## config.mk

```make
export PLATFORM = sky130hd
export DESIGN_NAME = io_port_client
export DESIGN_NICKNAME = d
export VERILOG_FILES = /design/src/rtl/gc.sv /design/src/rtl/io_req_fifo.sv /design/src/rtl/io_port_client.sv
export SDC_FILE = /design/constraint.sdc
export NUM_CORES = 1
export LEC_CHECK = 0
export BUFFER_PORTS_ARGS = -buffer_cell sky130_fd_sc_hd__buf_2
export CORE_UTILIZATION = 25
export CTS_CLUSTER_SIZE = 10
export DETAILED_ROUTE_END_ITERATION = 8
export SYNTH_ARGS = -nofsm -noshare
export SYNTH_HDL_FRONTEND = slang
export SYNTH_HIERARCHICAL = 1
export SYNTH_SLANG_ARGS = --single-unit
```

## constraint.sdc

```tcl
create_clock -name clk -period 2.92 [get_ports clk]
set_input_delay 0.584 -clock clk [delete_from_list [all_inputs] [get_ports clk]]
set_output_delay 0.584 -clock clk [all_outputs]
set_load 0.02 [all_outputs]
```

## src/rtl/gc.sv

```systemverilog
// gc: shared IO bus constants and the request/state types used by the arbiter slot clients.
package gc;
  localparam int   WORD_SIZE = 16;
  localparam int   IO_COUNT  = 4;
  localparam logic IO_IN     = 1'b1;
  localparam logic IO_OUT    = 1'b0;
  typedef struct packed {
    logic                 write;
    logic [WORD_SIZE-1:0] addr;
    logic [WORD_SIZE-1:0] wdata;
  } io_req_t;
  typedef enum logic [1:0] {IDLE, ISSUE, RESP} io_client_state_t;
endpackage

```

## src/rtl/io_req_fifo.sv

```systemverilog
// io_req_fifo: power-of-two request queue; pointers carry one extra wrap bit to tell full from empty.
module io_req_fifo
  import gc::*;
#(
  parameter int DEPTH = 4
) (
  input  logic    clk,
  input  logic    rst,
  input  logic    push,
  input  logic    pop,
  input  io_req_t din,
  output logic    full,
  output logic    empty,
  output io_req_t head
);
  localparam int AW = $clog2(DEPTH);
  io_req_t        r_mem [DEPTH];
  logic    [AW:0] r_wp;
  logic    [AW:0] r_rp;
  assign full  = (r_wp ^ r_rp) == {1'b1, {AW{1'b0}}};
  assign empty = r_wp == r_rp;
  assign head  = r_mem[r_rp[AW-1:0]];
  always_ff @(posedge clk or posedge rst)
    if (rst) begin
      r_wp <= '0;
      r_rp <= '0;
    end else begin
      if (push && !full) r_wp <= r_wp + 1'b1;
      if (pop && !empty) r_rp <= r_rp + 1'b1;
    end
  always_ff @(posedge clk)
    if (push && !full) r_mem[r_wp[AW-1:0]] <= din;
endmodule

```

## src/rtl/io_port_client.sv

```systemverilog
// io_port_client: queues device requests and issues them one at a time on an IO arbiter slot.
module io_port_client
  import gc::*;
#(
  parameter int FIFO_DEPTH = 4,
  parameter int TIMEOUT    = 4 * IO_COUNT
) (
  input  logic                 clk,
  input  logic                 rst,
  input  logic                 reqValid,
  output logic                 reqReady,
  input  logic                 reqWrite,
  input  logic [WORD_SIZE-1:0] reqAddr,
  input  logic [WORD_SIZE-1:0] reqWdata,
  output logic                 rspValid,
  input  logic                 rspReady,
  output logic [WORD_SIZE-1:0] rspData,
  output logic                 wrDone,
  output logic                 starveErr,
  output logic [WORD_SIZE-1:0] arbAddress,
  output logic [WORD_SIZE-1:0] arbDataOut,
  output logic                 arbDir,
  input  logic [WORD_SIZE-1:0] arbDataIn,
  input  logic                 arbValid
);
  localparam int CW = $clog2(TIMEOUT + 1);
  io_client_state_t r_state;
  io_client_state_t w_next;
  io_req_t          w_head;
  logic             w_full;
  logic             w_empty;
  logic             w_load;
  logic             w_grant;
  logic             w_wait;
  logic [CW-1:0]    r_cnt;
  logic [CW-1:0]    w_cnt_inc;
  assign reqReady  = !w_full;
  assign w_grant   = r_state == ISSUE && arbValid;
  assign w_wait    = r_state == ISSUE && !arbValid;
  assign w_cnt_inc = (r_cnt == CW'(TIMEOUT)) ? r_cnt : r_cnt + 1'b1;
  io_req_fifo #(.DEPTH(FIFO_DEPTH)) u_fifo (
    .clk  (clk),
    .rst  (rst),
    .push (reqValid),
    .pop  (w_load),
    .din  ({reqWrite, reqAddr, reqWdata}),
    .full (w_full),
    .empty(w_empty),
    .head (w_head)
  );
  always_comb begin
    w_next = r_state;
    w_load = 1'b0;
    case (r_state)
      IDLE: begin
        w_next = w_empty ? IDLE : ISSUE;
        w_load = !w_empty;
      end
      ISSUE: if (arbValid) begin
        w_next = (arbDir == IO_OUT) ? RESP : (w_empty ? IDLE : ISSUE);
        w_load = arbDir == IO_IN && !w_empty;
      end
      RESP: if (rspReady) begin
        w_next = w_empty ? IDLE : ISSUE;
        w_load = !w_empty;
      end
      default: w_next = IDLE;
    endcase
  end
  always_ff @(posedge clk or posedge rst)
    if (rst) begin
      r_state    <= IDLE;
      r_cnt      <= '0;
      arbAddress <= '0;
      arbDataOut <= '0;
      arbDir     <= IO_OUT;
      rspValid   <= 1'b0;
      rspData    <= '0;
      wrDone     <= 1'b0;
      starveErr  <= 1'b0;
    end else begin
      r_state <= w_next;
      if (w_load) {arbDir, arbAddress, arbDataOut} <= w_head;
      else if (w_next == IDLE) arbDir <= IO_OUT;
      r_cnt <= w_wait ? w_cnt_inc : '0;
      if (w_wait && w_cnt_inc == CW'(TIMEOUT)) starveErr <= 1'b1;
      wrDone <= w_grant && arbDir == IO_IN;
      if (w_grant && arbDir == IO_OUT) begin
        rspValid <= 1'b1;
        rspData  <= arbDataIn;
      end else if (r_state == RESP && rspReady) rspValid <= 1'b0;
    end
endmodule
```

-- Word-level counts from Yosys, hierarchy flattened
Memories as Yosys holds them, arrays and structs flattened.
Cells that the tools add are included.
- register bits: 65
- RAM bits: 132
- output and inout bits: 53
- memories kept: 1
- memory list (name ; words ; width ; rd ports ; clocked after Yosys merged registers in ; write ports ; line ; text):
    u_fifo.r_mem ; 4 ; 33 ; 1 ; 0 ; 1 ; io_req_fifo.sv:17 ; io_req_t r_mem [DEPTH];
- add/subtract/negate cells: 3
- eq/ne operators: 6
- multiplexer cells: 16
- bitwise logic cells: 2
- reduce and logical (&&, ||, !) cells: 16
- operators by type and width (operator ; count):
    equality test 5 bit (second input constant) ; 2
    two-way mux 5 bit ; 2
    logical AND 1 bit ; 9
    two-way mux 1 bit ; 9
    adder 3 x 1 -> 3 bit (second input constant) ; 2
    two-way mux 2 bit ; 3
    case mux 2 bit (3 select lines) ; 1
    adder 5 x 1 -> 5 bit (second input constant) ; 1
    logical NOT 2 bit ; 2
    nonzero test 2 bit ; 2
    equality test 3 bit ; 1
    equality test 3 bit (second input constant) ; 1
    logical NOT 1 bit ; 3
    case mux 1 bit (3 select lines) ; 1
    bitwise XOR 3 bit ; 1
    equality test 2 x 1 -> 1 bit (second input constant) ; 1
    equality test 2 bit (second input constant) ; 1
    NOT 1 bit ; 1

-- Depth between registers and ports, before layout
- word-level depth: 8
- gate-level depth with buffers: 8
- mapped depth without buffers: 6

-- By module
The synthesis kept the hierarchy.
- modules (own cells, without submodules) (module ; instances ; cells an instance ; area an instance (µm²) ; seq. area each (µm²)):
    io_req_fifo ; 1 ; 222 ; 5287.6 ; 4113.9
    io_port_client ; 1 ; 156 ; 2504.9 ; 1476.4

-- Worst setup path after synthesis
No wires, ideal clock.
- path type: register -> register
- start: register u_fifo.r_rp[1]
- end: memory u_fifo/r_mem[3][0] in the netlist's numbering (enable)
- setup time: 0.407 ns
- arrival: 1.890 ns
- required time: 2.513 ns
- setup slack: 0.623 ns
- stages on the path, launching flop included: 4
- cell sequence: dfrtp_1 buf_4 xnor2_1 a31oi_2
- cells in the longest elaborated chain, start to end: 6
- RTL lines (element ; line ; text):
    start, declared ; io_req_fifo.sv:19 ; logic [AW:0] r_rp;
    start signal, assigned ; io_req_fifo.sv:29 ; if (pop && !empty) r_rp <= r_rp + 1'b1;
    bitwise XOR 3 bit ; io_req_fifo.sv:20 ; assign full = (r_wp ^ r_rp) == {1'b1, {AW{1'b0}}};
    equality test 3 bit ; io_req_fifo.sv:20 ;
    logical NOT 1 bit ; io_req_fifo.sv:32 ; if (push && !full) r_mem[r_wp[AW-1:0]] <= din;
    logical AND 1 bit ; io_req_fifo.sv:32 ;
    two-way mux 1 bit ; io_req_fifo.sv:32 ;
    two-way mux 1 bit (implied by the code) ; io_req_fifo.sv:32 ;
    end, declared ; io_req_fifo.sv:17 ;
No other way between the ends.

-- Final worst setup path
- start: register u_fifo.r_wp[1]
- end: output reqReady
- cells in the longest elaborated chain, start to end: 3
- RTL lines (element ; line ; text):
    start, declared ; io_req_fifo.sv:18 ; logic [AW:0] r_wp;
    start signal, assigned ; io_req_fifo.sv:28 ; if (push && !full) r_wp <= r_wp + 1'b1;
    bitwise XOR 3 bit ; io_req_fifo.sv:20 ;
    equality test 3 bit ; io_req_fifo.sv:20 ;
    named net w_full ; io_port_client.sv:30 ; logic w_full;
    logical NOT 1 bit ; io_port_client.sv:37 ; assign reqReady = !w_full;
    end, declared ; io_port_client.sv:11 ; output logic reqReady,
The timed path passes the listed nets, and every way through them passes these cells.

==> run_results.csv <==
group,metric,value,unit
status,status,"finished, final reports clean",
routing,wl_met3,776,um
cts,htreeDepth,4,
timing,slew_headroom,31.5,%
die,start_util,25.5,%
worst_setup_path,critPathCapture,"reqReady",
global_route,grt_max_degree,37,
die,core-area,30600,um^2
global_route,antenna_found_initial,0,
routing,route.met2.wl,7140,um
cts,cts_resized,0,
cts,clk_path_buf_depth,2,
placement,port_buffers,106,
placement,pre_cts_ws,0.773,ns
timing,hold_viol_final,0,
worst_setup_path,cp_common_cell,"inv_1",
cts,clockRootBuffer,"clkbuf_16",
power_and_ir_drop,p_per_area,1130,nW/um^2
cts,cts.reportedPaths.clkPinSlew,0.08,ns
routing,via_count,3721,
layout,fin_util,30.6,%
worst_setup_path,worstPathBufferInverterCount,3,
global_route,grt_pass1_wl,22400,um
die,die_y,179,um
placement,gp_congestion,0.771,
power_and_ir_drop,vdd_drop_max,0.538,mV
worst_setup_path,r2r_end,"u_fifo/r_mem[0][27]",
yosys,synth_fp_nets,439,
global_route,grt_usage,9.74,%
placement,dp.cells,874,
timing,finClkSkew,0.00938,ns
worst_setup_path,regToRegSetupSlack,0.79,ns
run,maxCapViolations,0,
global_route,overflow,0,
worst_setup_path,cp.required,2.34,ns
routing,post-route-drc-count,0,
worst_setup_path,worstPathCellList,"xnor2_1 -> nand3_2 -> inv_1 -> inv_1 -> buf_2",
yosys,seq_area_frac_synth,71.7,%
routing,final_antenna_net_count,0,
power_and_ir_drop,leakagePower,3.53,nW
layout,final_layout_size_suffix_gt1_share,48.4,%
routing,top_layer_used,"met4",
cts,cts_buffers,17,
yosys,synth.distinct_cells,44,
yosys,netlist_area,7790,um^2
cts,cts.sinks,197,
timing,fin_ws,0.573,ns
yosys,synth_area_leader_cell,"edfxtp_1",
routing,wl_met1,6640,um
routing,drt_pass1_iterations,4,
worst_setup_path,crit_slowest_cell,"dfrtp_1",
worst_setup_path,cp-end-kind,"output port",
routing,wl_per_cell,16.2,um
cts,cts_tree,"done",
worst_hold_path,hp-class,"in -> async",
routing,wl,14700,um
cts,postCtsSetupRepairBufs,0,
routing,via_per_inst,4.11,
worst_setup_path,max_stage_delay,0.47,ns
yosys,synth_area_leaders,"edfxtp_1, dfrtp_1, mux4_2, mux2_4, mux2_2",
worst_setup_path,crit_type,"reg -> out",
layout,area_delta_synth_final,20.0,%
timing,slew_viol_final,0,
routing,drtIter0Drc,139,
timing,rsz0062_at_grt,"false",
timing,timing.fmax,426,MHz
yosys,async_reset_ff_share,33.0,%
die,rows,64,
worst_setup_path,worstRegToRegCells,3,
worst_setup_path,cp-startpoint,"u_fifo/r_wp[1]",
worst_setup_path,cp.arrival,1.76,ns
yosys,synth_edf_count,132,
layout,nNetsFinal,558,
yosys,syn_avg_cell_area,20.6,um^2
die,ios,107,
timing,worstMarginPinSlew,1.03,ns
worst_setup_path,critPathMaxFanout,7,
cts,clk_latency,0.43,ns
layout,layout.cells.non_filler,906,
die,die_area,31900,um^2
timing,period_needed,2.35,ns
yosys,ys_ff_latch,197,
die,die-width,179,um
worst_setup_path,reg2reg_from,"u_fifo/r_wp[1]",
worst_setup_path,critical_path.top_delay_family,"flip-flops",
layout,antennaDiodeCount,0,
cts,cts_hold_buf,0,
yosys,yosysWarnings,6,
global_route,grt_pass1_vias,3889,
worst_setup_path,cp.depth,5,
placement,hpwl,9150,um
yosys,synthCells,378,
timing,setup_tns,0,ns
yosys,synth_top_flop_cell,"edfxtp_1",
timing,setup-violations-final,0,
yosys,synth_top_area_share,50.9,%
timing,final.period_utilization,80.4,%
worst_setup_path,start_kind,"flip-flop",
[cells by family (layout without fill, tap and decap cells)]
kind of cell / after synthesis / in the layout / share of synthesized area [%]
buffers and inverters: 25 / 157 / 2.42
xor gates and xnor gates: 12 / 12 / 1.64
adders and majority gates: 7 / 7 / 1.12
and+or+nand+nor: 34 / 34 / 2.75
AOI/OAI and AO/OA: 21 / 21 / 2.42
DFF: 197 / 197 / 71.7
muxes: 82 / 82 / 17.9
[Yosys cell counts (4+ instances only)]
cell,count
mux2_2,21
buf_2,4
edfxtp_1,132
xnor2_1,6
nand2_1,6
buf_6,5
mux2_4,27
ha_1,7
a21oi_1,5
dfrtp_1,65
nor2_1,8
mux4_2,33
inv_1,11
nand2b_1,4
[worst register-to-register path: cells and delay by family, from the launching register on]
kind                      cells  cell delay [ns]
xor gates and xnor gates      1             0.24
DFF                           1             0.47
and+or+nand+nor               2             1.02
[placed cells by master (no fill, tap or decap), types with 3 or more instances in the layout]
cell type / n
a21oi_1: 5
clkbuf_16: 17
dfrtp_1: 63
buf_2: 106
buf_4: 7
inv_8: 4
inv_1: 10
and3_2: 3
inv_6: 3
ha_1: 7
nand2_1: 6
mux4_2: 33
o31ai_2: 3
edfxtp_1: 132
xnor2_1: 6
o31ai_1: 3
mux2_2: 21
nand2b_1: 4
nor2_1: 8
mux2_4: 27
xor2_1: 3
[flip-flops by register name (all words and copies together) (netlist names), 2 cells and up]
signal        flops
u_fifo/r_wp       3
r_state           2
u_fifo/r_mem    132
arbDataOut       16
r_cnt             5
rspData          16
arbAddress       16
u_fifo/r_rp       3
[through the flow]
step	area [um^2]	hold WS, ns	power (mW)
after floorplan	7790	0.375	7.42
after global placement	8760	0.476	8.33
after detailed placement	8760	0.478	8.39
after CTS	9350	0.0728	10.8
after global routing	9350	0.0745	11.2
final	9350	0.0831	10.5
[where the power goes]
| group | switching (mW) | internal (mW) | total, mW |
|---|---|---|---|
| Combinational | 2.05 | 1.93 | 3.98 |
| Sequential | 0.373 | 3.86 | 4.24 |
| Clock | 1.11 | 1.22 | 2.34 |
| Total | 3.54 | 7.01 | 10.5 |
[routing by layer]
metal | up-vias | track usage [%]
met3 | 14 | 3.13
li1 | 1708 | -
met2 | 94 | 15.8
met4 | 0 | 3.39
met5 | - | 0
met1 | 1905 | 12.1
[worst min path at each step]
stage / to / slack, ns / cells after the start
3_5_place_dp: starveErr / 0.48 / 1
5_1_grt: u_fifo/r_wp[0] / 0.07 / 2
4_1_cts: u_fifo/r_wp[1] / 0.07 / 2
6_report: u_fifo/r_wp[1] / 0.08 / 2
3_3_place_gp: rspValid / 0.48 / 1
2_1_floorplan: u_fifo/r_rp[0] / 0.37 / 1
[area by class of cell]
cell class / count / area [um^2]
fillers: 3028 / 21200
flip-flops and latches: 197 / 5590
multi-input cells: 156 / 2030
repair buffers: 114 / 603
well taps: 396 / 495
clock buffers: 18 / 429
clock inverters: 14 / 164
inverters: 11 / 42.5
(Power assumes the default switching activity.)
